[config.mk]
export PLATFORM = sky130hd
export DESIGN_NAME = spi_seq_ctrl
export DESIGN_NICKNAME = d
export VERILOG_FILES = /design/src/rtl/spi_seq_pkg.sv /design/src/rtl/spi_seq_timer.sv /design/src/rtl/spi_seq_ctrl.sv
export SDC_FILE = /design/constraint.sdc
export NUM_CORES = 1
export LEC_CHECK = 0
export BUFFER_PORTS_ARGS = -buffer_cell sky130_fd_sc_hd__buf_2
export CORE_ASPECT_RATIO = 0.8
export CORE_MARGIN = 2
export CORE_UTILIZATION = 50
export CTS_CLUSTER_DIAMETER = 30
export DETAILED_ROUTE_END_ITERATION = 6
export PLACE_DENSITY = 0.77
export SETUP_SLACK_MARGIN = 0.2
export SYNTH_ARGS = -nofsm -noshare
export SYNTH_HDL_FRONTEND = slang
export SYNTH_SLANG_ARGS = --single-unit
[constraint.sdc]
create_clock -name clk_i -period 2.15 [get_ports clk_i]
set_input_delay 0.645 -clock clk_i [delete_from_list [all_inputs] [get_ports clk_i]]
set_output_delay 0.645 -clock clk_i [all_outputs]
set_load 0.005 [all_outputs]
[src/rtl/spi_seq_pkg.sv]
// -----------------------------------------------------------------------------
// spi_seq_pkg
// Shared types and constants for the SPI command sequencer.
//   opcode_e : 4-bit command opcodes (values 6..15 are illegal)
//   state_e  : sequencer FSM states
//   err_e    : 2-bit run status reported on err_o
//   CMD_W, OPC_MSB/OPC_LSB, ARG_MSB/ARG_LSB : command word layout
//   max_int  : constant-expression helper used to size the shared timer
// -----------------------------------------------------------------------------
package spi_seq_pkg;

  localparam int CMD_W   = 12;
  localparam int OPC_MSB = 11;
  localparam int OPC_LSB = 8;
  localparam int ARG_MSB = 7;
  localparam int ARG_LSB = 0;

  typedef enum logic [3:0] {
    OP_END        = 4'd0,
    OP_CS_ASSERT  = 4'd1,
    OP_CS_RELEASE = 4'd2,
    OP_XFER       = 4'd3,
    OP_XFER_NORX  = 4'd4,
    OP_WAIT       = 4'd5
  } opcode_e;

  typedef enum logic [2:0] {
    ST_IDLE      = 3'd0,
    ST_FETCH     = 3'd1,
    ST_DECODE    = 3'd2,
    ST_XFER_WAIT = 3'd3,
    ST_DELAY     = 3'd4,
    ST_FINISH    = 3'd5
  } state_e;

  typedef enum logic [1:0] {
    ERR_OK      = 2'd0,
    ERR_ILLEGAL = 2'd1,
    ERR_OVERRUN = 2'd2,
    ERR_ABORT   = 2'd3
  } err_e;

  function automatic int max_int(input int a, input int b);
    return (a > b) ? a : b;
  endfunction

endpackage

[src/rtl/spi_seq_timer.sv]
// -----------------------------------------------------------------------------
// spi_seq_timer
// Loadable down-counter with zero flag. Shared by the WAIT delay and the
// optional transfer timeout; the sequencer never needs both at once.
// Ports:
//   clk_i     system clock
//   nrst_i    asynchronous active-low reset (count clears to 0)
//   load      load load_val this cycle (has priority over en)
//   load_val  value to load
//   en        decrement while nonzero
//   zero      count is 0
// -----------------------------------------------------------------------------
module spi_seq_timer #(
  parameter int W = 16
) (
  input  logic         clk_i,
  input  logic         nrst_i,
  input  logic         load,
  input  logic [W-1:0] load_val,
  input  logic         en,
  output logic         zero
);

  logic [W-1:0] count_reg;

  always_ff @(posedge clk_i or negedge nrst_i) begin
    if (!nrst_i) begin
      count_reg <= '0;
    end else if (load) begin
      count_reg <= load_val;
    end else if (en && (count_reg != '0)) begin
      count_reg <= count_reg - W'(1);
    end
  end

  assign zero = (count_reg == '0);

endmodule

[src/rtl/spi_seq_ctrl.sv]
// -----------------------------------------------------------------------------
// spi_seq_ctrl
// Command sequencer for the SPI byte engine. On start_i it walks a command RAM
// from address 0, driving chip select, byte transfers and programmed waits, and
// streams received bytes out. Ends on END, illegal opcode, overrun (last RAM
// word executed without END), abort_i, or (optionally) transfer timeout.
// Ports:
//   clk_i, nrst_i            clock, asynchronous active-low reset
//   start_i, abort_i         run program from address 0 / stop immediately
//   busy_o, done_o, err_o    running, end-of-run pulse, last-run status
//   cmd_addr_o, cmd_data_i   command RAM address / data (1-cycle read latency)
//   eng_cs_o, eng_start_o,
//   eng_tx_o, eng_done_i,
//   eng_rx_i                 SPI byte engine handshake
//   rx_valid_o, rx_data_o    received byte stream
// Configuration macro:
//   SPI_SEQ_TIMEOUT_EN  when defined, a transfer with no eng_done_i for
//                       TIMEOUT_CYCLES cycles ends the run with status 3.
// -----------------------------------------------------------------------------
module spi_seq_ctrl
  import spi_seq_pkg::*;
#(
  parameter int CMD_DEPTH      = 16,
  parameter int WAIT_UNIT      = 100,
  parameter int TIMEOUT_CYCLES = 4096,
  localparam int AW            = $clog2(CMD_DEPTH)
) (
  input  logic             clk_i,
  input  logic             nrst_i,
  input  logic             start_i,
  input  logic             abort_i,
  output logic             busy_o,
  output logic             done_o,
  output logic [1:0]       err_o,
  output logic [AW-1:0]    cmd_addr_o,
  input  logic [CMD_W-1:0] cmd_data_i,
  output logic             eng_cs_o,
  output logic             eng_start_o,
  output logic [7:0]       eng_tx_o,
  input  logic             eng_done_i,
  input  logic [7:0]       eng_rx_i,
  output logic             rx_valid_o,
  output logic [7:0]       rx_data_o
);

  // Timer must hold the longest WAIT (255 units) and the transfer timeout.
  localparam int TMR_MAX = max_int(255 * WAIT_UNIT, TIMEOUT_CYCLES);
  localparam int TW      = $clog2(TMR_MAX + 1);

  state_e        state_reg, state_next;
  logic [AW-1:0] pc_reg, pc_next;
  err_e          err_reg, err_next;
  logic          cs_reg, cs_next;
  logic [7:0]    tx_reg, tx_next;
  logic          start_reg, start_next;
  logic          rx_en_reg, rx_en_next;
  logic          rx_valid_reg, rx_valid_next;
  logic [7:0]    rx_data_reg, rx_data_next;

  logic          tmr_load;
  logic [TW-1:0] tmr_val;
  logic          tmr_en;
  logic          tmr_zero;

  opcode_e       opc;
  logic [7:0]    arg;
  logic          last_cmd;
  logic          cmd_complete;
  logic [TW-1:0] wait_load;

  assign opc      = opcode_e'(cmd_data_i[OPC_MSB:OPC_LSB]);
  assign arg      = cmd_data_i[ARG_MSB:ARG_LSB];
  assign last_cmd = (pc_reg == AW'(CMD_DEPTH - 1));
  // Loaded with N-1 so the DELAY state lasts exactly arg*WAIT_UNIT cycles.
  assign wait_load = (TW'(arg) * TW'(WAIT_UNIT)) - TW'(1);

  spi_seq_timer #(
    .W (TW)
  ) u_timer (
    .clk_i    (clk_i),
    .nrst_i   (nrst_i),
    .load     (tmr_load),
    .load_val (tmr_val),
    .en       (tmr_en),
    .zero     (tmr_zero)
  );

  assign tmr_en = (state_reg == ST_DELAY) || (state_reg == ST_XFER_WAIT);

  always_ff @(posedge clk_i or negedge nrst_i) begin
    if (!nrst_i) begin
      state_reg    <= ST_IDLE;
      pc_reg       <= '0;
      err_reg      <= ERR_OK;
      cs_reg       <= 1'b0;
      tx_reg       <= '0;
      start_reg    <= 1'b0;
      rx_en_reg    <= 1'b0;
      rx_valid_reg <= 1'b0;
      rx_data_reg  <= '0;
    end else begin
      state_reg    <= state_next;
      pc_reg       <= pc_next;
      err_reg      <= err_next;
      cs_reg       <= cs_next;
      tx_reg       <= tx_next;
      start_reg    <= start_next;
      rx_en_reg    <= rx_en_next;
      rx_valid_reg <= rx_valid_next;
      rx_data_reg  <= rx_data_next;
    end
  end

  always_comb begin
    state_next    = state_reg;
    pc_next       = pc_reg;
    err_next      = err_reg;
    cs_next       = cs_reg;
    tx_next       = tx_reg;
    start_next    = 1'b0;
    rx_en_next    = rx_en_reg;
    rx_valid_next = 1'b0;
    rx_data_next  = rx_data_reg;
    tmr_load      = 1'b0;
    tmr_val       = '0;
    cmd_complete  = 1'b0;

    case (state_reg)
      ST_IDLE: begin
        if (start_i) begin
          state_next = ST_FETCH;
          pc_next    = '0;
          err_next   = ERR_OK;
        end
      end
      ST_FETCH: begin
        state_next = ST_DECODE;
      end
      ST_DECODE: begin
        case (opc)
          OP_END: state_next = ST_FINISH;
          OP_CS_ASSERT: begin
            cs_next      = 1'b1;
            cmd_complete = 1'b1;
          end
          OP_CS_RELEASE: begin
            cs_next      = 1'b0;
            cmd_complete = 1'b1;
          end
          OP_XFER, OP_XFER_NORX: begin
            tx_next    = arg;
            start_next = 1'b1;
            rx_en_next = (opc == OP_XFER);
            state_next = ST_XFER_WAIT;
`ifdef SPI_SEQ_TIMEOUT_EN
            tmr_load   = 1'b1;
            tmr_val    = TW'(TIMEOUT_CYCLES - 1);
`endif
          end
          OP_WAIT: begin
            if (arg == 8'd0) begin
              cmd_complete = 1'b1;
            end else begin
              tmr_load   = 1'b1;
              tmr_val    = wait_load;
              state_next = ST_DELAY;
            end
          end
          default: begin
            err_next   = ERR_ILLEGAL;
            state_next = ST_FINISH;
          end
        endcase
      end
      ST_XFER_WAIT: begin
        if (eng_done_i) begin
          rx_valid_next = rx_en_reg;
          if (rx_en_reg) begin
            rx_data_next = eng_rx_i;
          end
          cmd_complete = 1'b1;
`ifdef SPI_SEQ_TIMEOUT_EN
        end else if (tmr_zero) begin
          err_next   = ERR_ABORT;
          state_next = ST_FINISH;
`endif
        end
      end
      ST_DELAY: begin
        if (tmr_zero) begin
          cmd_complete = 1'b1;
        end
      end
      ST_FINISH: begin
        cs_next    = 1'b0;
        state_next = ST_IDLE;
      end
      default: begin
        state_next = ST_IDLE;
      end
    endcase

    // pc never wraps: finishing the last RAM word without END is an overrun.
    if (cmd_complete) begin
      if (last_cmd) begin
        err_next   = ERR_OVERRUN;
        state_next = ST_FINISH;
      end else begin
        pc_next    = pc_reg + AW'(1);
        state_next = ST_FETCH;
      end
    end

    // Abort overrides everything in an active run. FINISH is excluded: the run
    // is already ending there and a second done_o pulse must not be produced.
    if (abort_i && (state_reg != ST_IDLE) && (state_reg != ST_FINISH)) begin
      err_next      = ERR_ABORT;
      start_next    = 1'b0;
      rx_valid_next = 1'b0;
      rx_data_next  = rx_data_reg;
      pc_next       = pc_reg;
      tmr_load      = 1'b0;
      state_next    = ST_FINISH;
    end
  end

  assign busy_o      = (state_reg != ST_IDLE);
  assign done_o      = (state_reg == ST_FINISH);
  assign err_o       = err_reg;
  assign cmd_addr_o  = pc_reg;
  assign eng_cs_o    = cs_reg;
  assign eng_start_o = start_reg;
  assign eng_tx_o    = tx_reg;
  assign rx_valid_o  = rx_valid_reg;
  assign rx_data_o   = rx_data_reg;

endmodule

==> flow_summary.yaml <==
drt:
  met2_length_microns: 4150
  drt-wirelength-per-cell_microns: 15.7
  postRouteAntennaNets: 0
  drc: 0
  drt-met1-wl_microns: 3530
  wl_microns: 8240
  drtIter0Drc: 155
  wl_met3_microns: 411
  vias: 2926
  routed.top_layer: "met4"
  vias_per_cell: 5.56
  dr.pass1.iters: 5
timing:
  timing.hold.ws_ns: 0.256
  rsz0062_at_grt: "true"
  fin_crit_ns: 3.26
  max_freq_mhz: 307
  setup_slack_ns: -1.11
  drv_slew: 0
  clock_skew_ns: 0.00260
  timing.final.crit_share_pct: 151
  relSlewSlack_pct: 67.4
  finalHoldViolations: 0
  tightestPinTransition_ns: 0.489
  setup_viol: 8
  setup_tns_ns: -6.26
worst_setup_path:
  critPathMaxStageDelay_ns: 0.45
  reg2reg_slack_ns: 0.26
  crit_top_cell: "ha_4"
  start_kind: "input pin"
  worstPathMaxFanout: 4
  crit_required_ns: 2.31
  critical_path_class: "in -> reg"
  critPathCaptureType: "flop"
  worstPathArrival_ns: 3.42
  path_cells: "buf_8, clkinvlp_4, ha_4, ha_4, fa_1, ha_4, nor2b_4, o22ai_2, xnor2_2, nor4_4, nand4_1, xnor2_1, o22ai_1"
  crit_slowest_cell: "fa_1"
synthesis:
  synthFlopType: "dfrtp_1"
  synth_edf_count: 0
  synth_fp_nets: 399
  synthCells: 334
  synth_area_sq_um: 3290
  synth-seq-cells: 44
  ys_warn_count: 0
  yosysSeqAreaShare_pct: 33.5
  synth_cell_types: 61
  syn-mean-instance-area_sq_um: 9.84
  async_flop_share_pct: 100
finish:
  drive_gt1_share_pct: 43.7
  num-nets-final: 506
  antenna_cells: 0
  largest_reg_flops: 15
  area_delta_synth_final_pct: 38.6
  fillers: 460
power:
  combPwrFrac_pct: 51.7
  seqPwrFrac_pct: 32.2
  clkPwrFrac_pct: 16.1
  switching_share_pct: 38.0
  ir_worst_vdd_uv: 651
  p_int_mw: 2.66
  p_sw_mw: 1.63
  power_density_nw_per_um2: 941
  p_leak_nw: 2.11
status:
  violations: "setup timing"
  outcome: "finished with violations"
placement:
  place_worst_setup_slack_ns: -1.45
  hpwl_microns: 6240
  io_buffers: 51
  place.gp.congestion: 0.927
clocking:
  clk_pin_slew_ns: 0.08
  cts_tree: "yes"
  clk_latency_ns: 0.29
  cts_buffers: 5
  cts-hold-fix-buffers: 0
  cts_buffer_depth: 2
  clkSinkCount: 44
  ctsRootBufferMaster: "clkbuf_8"
  ctsHtreeMaxLevel: 2
die:
  rows: 26
  die_area_sq_um: 7240
  core_sq_um: 6380
  die_y_microns: 76.5
  fp.dieW_microns: 94.7
  start_util_pct: 51.6
  io_pins: 52
worst_hold_path:
  hp-class: "in -> async"
global_routing:
  first_global_vias: 2951
  antenna_found_initial: 0
  grt_overflow_total: 0
  grt_usage_pct: 23.7
  grt_max_degree: 31
  grt_first_pass_wirelength_microns: 13600
job:
  maxCapViolations: 0
-- worst max-delay path: cells and delay by family --
kind	cells	cell delay, ns
compound gates	2	0.22
xor+xnor	2	0.39
fa+ha+maj	4	1.31
buf+inv	2	0.21
simple gates	3	0.63
-- synth_stat cells, types with 6 or more instances --
cell,number,area (sq um)
dfrtp_1,44,1100
ha_1,37,463
nor2_1,25,93.8
inv_1,22,82.6
nand2_1,22,82.6
a21oi_1,21,105
xnor2_1,14,123
mux2_2,13,146
o21ai_0,13,65.1
xor2_1,11,96.3
nand4_1,8,50.1
nand3_1,7,35.0
nor3_1,6,30.0
-- metal layers --
| layer | vias to the layer above | global-route usage, % |
|---|---|---|
| met1 | 1412 | 31.0 |
| li1 | 1411 | - |
| met5 | - | 0 |
| met3 | 13 | 4.55 |
| met4 | 0 | 6.52 |
| met2 | 90 | 39.8 |
-- cell usage in the layout, fill, tap and decap left out, types with 5 or more instances in the layout --
cell | synthesis | routed
nor2_1 | 25 | 24
buf_2 | 2 | 47
mux2_2 | 13 | 13
ha_4 | 0 | 11
nand4_1 | 8 | 8
buf_4 | 0 | 47
inv_2 | 0 | 5
clkbuf_8 | 0 | 7
nand2_1 | 22 | 22
ha_1 | 37 | 26
xnor2_1 | 14 | 9
nor3_2 | 3 | 5
o21ai_0 | 13 | 13
dfrtp_1 | 44 | 43
xor2_1 | 11 | 9
inv_1 | 22 | 15
a21oi_1 | 21 | 17
nand2b_1 | 5 | 5
buf_6 | 2 | 9
nand3_1 | 7 | 6
-- area by class of cell --
class	count	area, sq um	share of cell area (%)
clock inverters	1	30.0	0.659
inverters	22	91.3	2.01
multi-input cells	261	2370	52.0
well taps	84	105	2.31
clock buffers	7	96.3	2.12
flip-flops and latches	44	1100	24.2
repair buffers	107	759	16.7
-- power by group through the flow --
| stage | Sequential [mW] | Clock, mW | Combinational [mW] |
|---|---|---|---|
| 2_1_floorplan | 1.34 | 0 | 1.26 |
| 3_3_place_gp | 1.36 | 0 | 1.84 |
| 3_5_place_dp | 1.39 | 0 | 1.90 |
| 4_1_cts | 1.37 | 0.710 | 2.03 |
| 5_1_grt | 1.42 | 0.745 | 2.43 |
| 6_report | 1.38 | 0.691 | 2.21 |
-- per-stage QoR --
step / instance area [sq um] / util, % / power (mW) / cells
after floorplan: 3380 / - / 2.61 / 334
after global placement: 4110 / 64.4 / 3.20 / 513
after detailed placement: 4110 / 64.4 / 3.28 / 513
after CTS: 4390 / 68.9 / 4.11 / 524
after global routing: 4550 / 71.4 / 4.60 / 526
final: 4550 / 71.4 / 4.28 / 526
-- worst paths after layout --
kind | startpoint | endpoint | cells after the start
hold reg to reg | eng_tx_o[1] | eng_tx_o[1] | 1
max in group asynchronous | nrst_i | rx_data_o[3] | 2
min in group clk_i | eng_tx_o[1] | eng_tx_o[1] | 1
setup reg to reg | u_timer.count_reg[0] | state_reg[1] | 8
setup / recovery | cmd_data_i[2] | u_timer.count_reg[14] | 13
hold / removal | nrst_i | u_timer.count_reg[3] | 1
-- what timing repair did --
| item | 4_1_cts | 5_1_grt |
|---|---|---|
| endpoints found under the setup margin | 19 | 23 |
| setup buffers | 3 | 2 |
| gates resized for setup | 24 | 31 |
| pin swaps | 22 | 17 |
-- cell families (layout without fill, tap and decap cells) --
kind of cell             after synthesis  after routing  share of synthesized area (%)
buffers and inverters                 29            137                           3.84
flip-flops                            44             44                           33.5
XOR/XNOR                              26             26                           7.16
adder cells (fa/ha/maj)               40             40                           15.9
AO/OA/AOI/OAI                         65             65                           13.0
AND/OR/NAND/NOR                      110            110                           19.8
multiplexers                          20             20                           6.74
(Power assumes the default switching activity.)
